===== src/rtl/mips_pkg.sv =====
// rtl/mips_pkg.sv - shared state, opcode, funct and ALU op encodings for the multicycle MIPS control
package mips_pkg;

  typedef enum logic [3:0] {
    S_FETCH  = 4'd0,
    S_DECODE = 4'd1,
    S_MEMADR = 4'd2,
    S_MEMRD  = 4'd3,
    S_MEMWB  = 4'd4,
    S_MEMWR  = 4'd5,
    S_EXEC   = 4'd6,
    S_ALUWB  = 4'd7,
    S_BRANCH = 4'd8,
    S_BRCMP  = 4'd9,
    S_BRRES  = 4'd10,
    S_JUMP   = 4'd11,
    S_ADDIEX = 4'd12,
    S_ADDIWB = 4'd13
  } state_e;

  localparam logic [5:0] OP_RTYPE = 6'h00;
  localparam logic [5:0] OP_LW    = 6'h23;
  localparam logic [5:0] OP_SW    = 6'h2B;
  localparam logic [5:0] OP_BEQ   = 6'h04;
  localparam logic [5:0] OP_J     = 6'h02;
  localparam logic [5:0] OP_ADDI  = 6'h08;

  localparam logic [5:0] FN_ADD = 6'h20;
  localparam logic [5:0] FN_SUB = 6'h22;
  localparam logic [5:0] FN_AND = 6'h24;
  localparam logic [5:0] FN_OR  = 6'h25;
  localparam logic [5:0] FN_SLT = 6'h2A;

  localparam logic [3:0] ALU_AND = 4'b0000;
  localparam logic [3:0] ALU_OR  = 4'b0001;
  localparam logic [3:0] ALU_ADD = 4'b0010;
  localparam logic [3:0] ALU_SUB = 4'b0110;
  localparam logic [3:0] ALU_SLT = 4'b0111;

endpackage


===== src/rtl/mips_alu_decode.sv =====
// rtl/mips_alu_decode.sv - combinational map from (state, funct) to ALU op and unknown-funct flag
module mips_alu_decode
  import mips_pkg::*;
(
  input  logic [3:0] state,
  input  logic [5:0] funct,
  output logic [3:0] alu_control,
  output logic       funct_bad
);

  // States that do not use the ALU still present a harmless add.
  always_comb begin
    alu_control = ALU_ADD;
    funct_bad   = 1'b0;
    case (state)
      S_BRCMP: alu_control = ALU_SUB;
      S_EXEC: begin
        case (funct)
          FN_ADD:  alu_control = ALU_ADD;
          FN_SUB:  alu_control = ALU_SUB;
          FN_AND:  alu_control = ALU_AND;
          FN_OR:   alu_control = ALU_OR;
          FN_SLT:  alu_control = ALU_SLT;
          default: funct_bad   = 1'b1;
        endcase
      end
      default: alu_control = ALU_ADD;
    endcase
  end

endmodule


===== src/rtl/mips_mc_control.sv =====
// rtl/mips_mc_control.sv - multicycle MIPS Moore control FSM driving ALU op, selects and datapath strobes
module mips_mc_control
  import mips_pkg::*;
#(
  parameter int STATE_W = 4,
  parameter bit EN_ADDI = 1'b1
) (
  input  logic               clk,
  input  logic               rst,
  input  logic [5:0]         opcode,
  input  logic [5:0]         funct,
  input  logic               zero,
  output logic [3:0]         alu_control,
  output logic               alu_src_a,
  output logic [1:0]         alu_src_b,
  output logic [1:0]         pc_source,
  output logic               pc_en,
  output logic               iord,
  output logic               mem_read,
  output logic               mem_write,
  output logic               ir_write,
  output logic               reg_write,
  output logic               reg_dst,
  output logic               mem_to_reg,
  output logic               alu_out_write,
  output logic [STATE_W-1:0] state
);

  state_e state_q, state_d, state_eff;
  logic   funct_bad;
  logic   pc_en_raw, mem_write_raw, ir_write_raw, reg_write_raw, alu_out_write_raw;

  // During reset every output shows FETCH values so the datapath sees a clean fetch setup.
  assign state_eff = rst ? S_FETCH : state_q;

  mips_alu_decode u_alu_decode (
    .state       (state_eff),
    .funct       (funct),
    .alu_control (alu_control),
    .funct_bad   (funct_bad)
  );

  always_comb begin
    state_d = S_FETCH;
    case (state_q)
      S_FETCH:  state_d = S_DECODE;
      S_DECODE: begin
        case (opcode)
          OP_RTYPE:     state_d = S_EXEC;
          OP_LW, OP_SW: state_d = S_MEMADR;
          OP_BEQ:       state_d = S_BRANCH;
          OP_J:         state_d = S_JUMP;
          OP_ADDI:      state_d = EN_ADDI ? S_ADDIEX : S_FETCH;
          default:      state_d = S_FETCH;
        endcase
      end
      S_MEMADR: state_d = (opcode == OP_SW) ? S_MEMWR : S_MEMRD;
      S_MEMRD:  state_d = S_MEMWB;
      S_EXEC:   state_d = funct_bad ? S_FETCH : S_ALUWB;
      S_BRANCH: state_d = S_BRCMP;
      S_BRCMP:  state_d = S_BRRES;
      S_ADDIEX: state_d = S_ADDIWB;
      default:  state_d = S_FETCH;
    endcase
  end

  always_ff @(posedge clk) begin
    if (rst) begin
      state_q <= S_FETCH;
    end else begin
      state_q <= state_d;
    end
  end

  always_comb begin
    alu_src_a         = 1'b0;
    alu_src_b         = 2'b00;
    pc_source         = 2'b00;
    pc_en_raw         = 1'b0;
    iord              = 1'b0;
    mem_read          = 1'b0;
    mem_write_raw     = 1'b0;
    ir_write_raw      = 1'b0;
    reg_write_raw     = 1'b0;
    reg_dst           = 1'b0;
    mem_to_reg        = 1'b0;
    alu_out_write_raw = 1'b0;
    case (state_eff)
      S_FETCH: begin
        mem_read     = 1'b1;
        ir_write_raw = 1'b1;
        alu_src_b    = 2'b01;
      end
      S_DECODE: pc_en_raw = 1'b1;
      S_MEMADR, S_ADDIEX: begin
        alu_src_a = 1'b1;
        alu_src_b = 2'b10;
      end
      S_MEMRD: begin
        mem_read = 1'b1;
        iord     = 1'b1;
      end
      S_MEMWB: begin
        reg_write_raw = 1'b1;
        mem_to_reg    = 1'b1;
      end
      S_MEMWR: begin
        mem_write_raw = 1'b1;
        iord          = 1'b1;
      end
      S_EXEC:   alu_src_a = 1'b1;
      S_ALUWB: begin
        reg_write_raw = 1'b1;
        reg_dst       = 1'b1;
      end
      S_BRANCH: alu_src_b = 2'b11;
      S_BRCMP: begin
        alu_src_a         = 1'b1;
        alu_out_write_raw = 1'b1;
      end
      // zero here reflects the BRCMP subtract, registered by the ALU.
      S_BRRES: begin
        pc_en_raw = zero;
        pc_source = 2'b01;
      end
      S_JUMP: begin
        pc_en_raw = 1'b1;
        pc_source = 2'b10;
      end
      S_ADDIWB: reg_write_raw = 1'b1;
      default: ;
    endcase
  end

  assign pc_en         = pc_en_raw & ~rst;
  assign mem_write     = mem_write_raw & ~rst;
  assign ir_write      = ir_write_raw & ~rst;
  assign reg_write     = reg_write_raw & ~rst;
  assign alu_out_write = alu_out_write_raw & ~rst;
  assign state         = STATE_W'(state_eff);

endmodule

===== config.mk =====
export PLATFORM = sky130hd
export DESIGN_NAME = mips_mc_control
export DESIGN_NICKNAME = d
export VERILOG_FILES = /design/src/rtl/mips_pkg.sv /design/src/rtl/mips_alu_decode.sv /design/src/rtl/mips_mc_control.sv
export SDC_FILE = /design/constraint.sdc
export NUM_CORES = 1
export LEC_CHECK = 0
export CORE_MARGIN = 2
export CORE_UTILIZATION = 35
export CTS_CLUSTER_SIZE = 25
export DETAILED_ROUTE_END_ITERATION = 10
export PLACE_DENSITY = 0.82
export SKIP_CTS_REPAIR_TIMING = 1
export SYNTH_ARGS = -nofsm -noshare
export SYNTH_HDL_FRONTEND = slang
export SYNTH_SLANG_ARGS = --single-unit

===== constraint.sdc =====
create_clock -name clk -period 1.6 [get_ports clk]
set_input_delay 0.32 -clock clk [delete_from_list [all_inputs] [get_ports clk]]
set_output_delay 0.32 -clock clk [all_outputs]
set_load 0.1 [all_outputs]

==> results of run 1 <==
synthesized netlist by cell type, types with 3 or more instances:
library cell,count
a31oi_1,3
nor2_1,9
a211oi_1,3
nand3_1,4
nor3_1,3
nand2b_1,8
dfxtp_1,4
nor2b_1,3
and4b_1,3
nand2_1,4
buf_4,5
a21oi_1,6
cells by family after synthesis:
logic type	after synthesis
xor+xnor	3
compound gates	21
buf+inv	11
simple gates	50
mux	1
other cells	1
flops	4
metrics by stage:
step / cell area (sq um) / util (%)
after floorplan: 905 / -
after global placement: 1580 / 90.6
after detailed placement: 1580 / 90.6
after CTS: 1610 / 92.1
==> impl_metrics.toml, run 1 <==
[floorplanning]
die_y_microns = 47.3
die_w_microns = 47.3
fp-row-count = 15
io_pins = 37
start_util_pct = 37.6

[synthesis]
synthArstFlopShare_pct = 0
syn_area_sq_um = 656
synth_compound_area_share_pct = 23.1
synth_fp_nets = 106
synth_ff_type = "dfxtp_1"
synthCells = 91
yosysWarnings = 0
synth_mux_area_share_pct = 1.72
ys_seq_area_share_pct = 12.2
synth_top_family_by_area = "simple AND/OR/NAND/NOR gates"
synth-simple-area-share_pct = 48.9
synth-adder-area-share_pct = 0
syn_avg_cell_area_sq_um = 7.20
synth_edf_count = 0
yosysTopAreaCell = "dfxtp_1"
synth_top_area_share_pct = 12.2
synth_xor_area_share_pct = 4.01
ys_top_cells_by_area = "dfxtp_1 12%, nand2b_1 7.6%, buf_4 5.7%"
ys_ff_latch = 4
ys_types = 43

[clocking]
clockBufferDepth = 2
cts_num_sinks = 4
cts_root_buf = "clkbuf_4"
cts_max_level = 1
cts_buffers = 3

[place]
place_congestion = 0.822
dp.cells = 162
place_worst_setup_slack_ns = -0.427
place.port_buffers = 35
post-dp-hpwl_mm = 2.18

[sta]
worstEndpointGrtRepair = "alu_control[2]"
endpoint_type = "top-level output"

[run_status]
tool.error = "[ERROR DPL-0038] Utilization greater than 100%, impossible to legalize"
haltStage = "global routing (5_1_grt)"
outcome = "stopped before the end"

[grt]
grt_start_max_net_pins = 14
==> inputs of run 2 (changes only) <==
CORE_AREA = 2 2 63 65   (was unset)
CORE_MARGIN = unset   (was 2)
CORE_UTILIZATION = unset   (was 35)
CTS_CLUSTER_SIZE = unset   (was 25)
DIE_AREA = 0 0 65 67   (was unset)
PLACE_DENSITY = unset   (was 0.82)
PLACE_DENSITY_LB_ADDON = 0.15   (was unset)
==> run 2 against run 1 <==
  * The flow now finishes, with violations (negative setup slack)
  * Area after synthesis stayed put
  * Synthesized cell count did not move
==> impl_metrics.toml, run 2 <==
[cells_and_area]
drive_gt1_share_pct = 68.1
final_common_cell = "buf_4"
final_cell_area_sq_um = 1950
final_cell_mix = "29 x buf_4, 23 x buf_12, 9 x clkdlybuf4s50_1"
area_growth_pct = 198
largest_reg_flops = 4
regArea_sq_um = 92.6
fill_cells = 308
diodes = 0
regMostFlops = "state_q"
reg.largest.list = "state_q: 4 flops"
nets = 176
multi_input_area_sq_um = 805

[worst_setup_path]
crit_path_end_kind = "primary output"
critPathLaunch = "state_q[2]"
arrival_ns = 1.42
r2r-start = "state_q[0]"
required_ns = 1.28
crit_type = "register to primary output"
critPathLaunchType = "register"
path_max_fanout = 7

[sta]
maxSlewViolCount = 0
fin_worst_skew_ns = 0.00417
fin_ws_ns = -0.137
timing.final.crit_share_pct = 109
setup_tns_ns = -1.57
hold_viol = 0
finalCriticalPeriod_ns = 1.74
rsz0062_at_grt = "true"
fmax_ghz = 0.576
setup_violations = 17

[floorplanning]
start_util_pct = 18.2
design.core.area_sq_um = 3610
die-area_sq_um = 4360
fp-row-count = 22
io_pins = 37
die_y_microns = 67
die_w_microns = 65

[place]
place.port_buffers = 35
place_worst_setup_slack_ns = -0.407
place_area_sq_um = 1640
place_congestion = 0.755
post-dp-hpwl_mm = 1.91

[synthesis]
synthArstFlopShare_pct = 0
synth_mux_area_share_pct = 1.72
yosysMostFrequentCell = "nor2_1"
synth_ff_type = "dfxtp_1"
ys_ff_latch = 4
ys_seq_area_share_pct = 12.2
ys_top_cells_by_area = "dfxtp_1 12%, nand2b_1 7.6%, buf_4 5.7%"
synth_top_area_share_pct = 12.2
yosysWarnings = 0
synth-simple-area-share_pct = 48.9
ys_types = 43
syn_avg_cell_area_sq_um = 7.20
synthCells = 91
synth_fp_nets = 106
synth_edf_count = 0
synth-adder-area-share_pct = 0
syn_area_sq_um = 656
synthTopCellsByCount = "9 x nor2_1, 8 x nand2b_1, 6 x a21oi_1, 5 x buf_4"
synth_xor_area_share_pct = 4.01
synth_top_family_by_area = "simple AND/OR/NAND/NOR gates"
synth_compound_area_share_pct = 23.1
yosysTopAreaCell = "dfxtp_1"

[drt]
drt_iter0_markers = 8
wl_mm = 2.56
drc = 0
wire_per_inst_microns = 12.3
first_pass_iters = 4
viasPerCell = 4.52
ant_nets = 0
num_vias = 940

[run_status]
outcome = "finished with violations"
violations = "negative setup slack"

[clocking]
clock_latency_ns = 0.22
cts_buffers = 3
cts_num_sinks = 4
clockBufferDepth = 2
cts_max_level = 1
clkTransAtPathRegs_ns = 0.04
cts_tree = "yes"
cts_root_buf = "clkbuf_8"

[grt]
globalRoute.totalOverflow = 0
antenna_found_initial = 0
grt_pass1_vias = 907
track_usage_pct = 11.9
grt_start_max_net_pins = 16
grt_pass1_wl_mm = 4.04

[worst_hold_path]
min_path_type = "input pin to register"
hold_start = "rst"

[power_and_ir_drop]
ir_drop_mv = 0.213
p_leak_nw = 0.791
powerDensity_nw_per_um2 = 351
p_total_mw = 0.686

[job]
cap_violations = 0
run 2: kinds of logic (layout without fill, tap and decap cells):
family / after synthesis / after routing
other: 1 / 1
AND/OR/NAND/NOR: 50 / 50
buffers and inverters: 11 / 80
AO/OA/AOI/OAI: 21 / 21
multiplexers: 1 / 1
XOR/XNOR: 3 / 3
flip-flops: 4 / 4
run 2: per-layer routing:
metal | track usage (%) | wire, microns | vias up
li1 | - | - | 469
met1 | 13.8 | 1050 | 451
met2 | 22.3 | 1410 | 18
met3 | 0.845 | 84 | 2
met4 | 4.79 | 19 | 0
met5 | 0 | 0 | -
run 2: worst paths after layout:
path	endpoint	slack, ns	cells past startpoint
max	iord	-0.14	4
min	state_q[3]	0.55	3
max reg2reg	state_q[3]	0.26	4
min reg2reg	state_q[0]	0.60	2
run 2: critical path: stages (launching register included):
cell and delay, ns:
dfxtp_4 0.35, buf_12 0.14, xnor2_2 0.15, nor4b_4 0.33, buf_12 0.21
run 2: stage by stage:
step	utilization, %	hold slack, ns	instances
2_1_floorplan	-	0.463	91
3_3_place_gp	45.6	0.615	191
3_5_place_dp	45.6	0.607	191
4_1_cts	46.8	0.617	195
5_1_grt	54.1	0.563	208
6_report	54.1	0.548	208
run 2: layout make-up:
class | instances | share of cell area (%)
inverter | 2 | 0.577
tap | 48 | 3.08
sequential | 4 | 4.74
clock buffer | 4 | 2.31
timing repair buffer | 74 | 48.1
multi-input combinational | 76 | 41.2
run 2: where the power goes:
group | internal (mW) | switching (mW)
sequential | 0.101 | 0.0106
clock | 0.170 | 0.0550
combinational | 0.160 | 0.189
total | 0.432 | 0.254
(Power assumes the default switching activity.)
==> inputs of run 3 (changes only) <==
CTS_CLUSTER_SIZE = 20   (was unset)
GPL_ROUTABILITY_DRIVEN = 0   (was unset)
==> results of run 3 <==
No change in the layout: final DEF, timing and power equal those of run 2.
==> inputs of run 4 (changes only) <==
clock period = 2.25 ns   (was 1.6 ns; I/O delays follow)
==> run 4 against run 3 <==
  * The flow now finishes without violations
  * Register-to-register slack better by 0.61 ns
  * Sequential power is 28% lower
  * Wire length is 12% lower
  * Critical path type is now input pin to primary output
  * Largest cell class is now multi-input combinational cells
==> impl_metrics.toml, run 4 (synthesis gave the netlist of run 2 again) <==
[floorplanning]
die_y_microns = 67
die-area_sq_um = 4360
die_w_microns = 65
start_util_pct = 18.2
design.core.area_sq_um = 3610
fp-row-count = 22
io_pins = 37

[drt]
num_vias = 829
wire_per_inst_microns = 12.7
first_pass_iters = 4
drt_iter0_markers = 14
viasPerCell = 4.63
ant_nets = 0
drc = 0
wl_mm = 2.27

[cells_and_area]
final_cell_mix = "21 x buf_12, 14 x clkdlybuf4s50_1, 11 x buf_4"
fin_cells = 179
largest_reg_flops = 4
final_common_cell = "buf_12"
reg.largest.list = "state_q: 4 flops"
nets = 148
drive_gt1_share_pct = 48.9
area_growth_pct = 129
regMostFlops = "state_q"
diodes = 0

[worst_hold_path]
min_path_type = "register to register"
hold_path_depth = 1

[sta]
whs_ns = 0.538
setup_tns_ns = 0
fmax_ghz = 0.460
setup_violations = 0
fin_worst_skew_ns = 0.00277
timing.final.crit_share_pct = 96.6
maxSlewViolCount = 0
finalCriticalPeriod_ns = 2.17
rsz0062_at_grt = "false"
hold_viol = 0

[grt]
grt_pass1_vias = 870
antenna_found_initial = 0
globalRoute.totalOverflow = 0
grtUsageMet1_pct = 14.7
grt_start_max_net_pins = 14
grtUsageMet3_pct = 1.69
grt_pass1_wl_mm = 3.80
track_usage_pct = 11.0
top_usage_layer = "met2"
met2_usage_pct = 17.8

[clocking]
clockBufferDepth = 2
cts_tree = "yes"
cts_buffers = 3
cts_max_level = 1
clock_latency_ns = 0.22
clkTransAtPathRegs_ns = 0.03
cts_root_buf = "clkbuf_8"
cts_num_sinks = 4

[worst_setup_path]
crit_path_end_kind = "primary output"
critPathLaunchType = "input pin"
path_max_fanout = 3
required_ns = 1.80
rr_worst_depth = 3
arrival_ns = 1.72
crit_type = "input pin to primary output"

[power_and_ir_drop]
p_leak_nw = 0.538
powerDensity_nw_per_um2 = 289
ir_drop_mv = 0.124

[place]
dp.cells = 175
place.port_buffers = 35
post-dp-hpwl_mm = 1.82

[run_status]
outcome = "finished clean"

[job]
cap_violations = 0
==> run 4: changes by cell type in the layout (fill, tap and decap cells not counted), sizes merged <==
| cell | change |
|---|---|
| dlymetal6s2s | -5 |
| clkbuf | -2 |
| clkdlybuf4s50 | +5 |
| buf | -27 |
==> run 4: final cells by class <==
class                   count  area [sq um]
fillers                   351          2100
multi-input cells          76           664
repair buffers             46           643
flip-flops and latches      4          82.6
well taps                  48          60.1
clock buffers               3          41.3
inverters                   2          11.3
==> run 4: where the power goes <==
group / switching [mW] / internal (mW) / total, mW / leakage [nW]
sequential: 0.00696 / 0.0738 / 0.0808 / 0.0336
combinational: 0.119 / 0.0841 / 0.203 / 0.483
clock: 0.0365 / 0.114 / 0.150 / 0.0216
total: 0.162 / 0.272 / 0.434 / 0.538
==> run 4: critical path, stage by stage <==
cell	delay [ns]
clkdlybuf4s50_1	0.42
nand2b_4	0.15
nor3_2	0.15
nand2b_1	0.18
o21bai_4	0.18
buf_12	0.19
==> run 4: per-layer routing <==
layer | up-vias | part of all wire (%)
li1 | 409 | -
met1 | 393 | 44
met2 | 27 | 50
met3 | 0 | 5.7
met4 | 0 | 0
met5 | - | 0
==> run 4: final timing paths <==
path | from | to | slack [ns]
worst max-delay path | rst | alu_control[2] | 0.08
worst min-delay path | state_q[1] | state_q[3] | 0.54
worst min register to register | state_q[1] | state_q[3] | 0.54
worst max register to register | state_q[0] | state_q[3] | 0.87
==> run 4: per-stage QoR <==
step                worst slack [ns]  util, %  instance area [sq um]  total power [mW]
global placement           -0.000139     39.8                   1430             0.283
floorplan                     -0.475        -                    797             0.205
global route                 0.00266     41.7                   1500             0.458
detailed placement           -0.0660     39.8                   1430             0.284
finish                        0.0766     41.7                   1500             0.434
CTS                          -0.0829     40.9                   1480             0.439
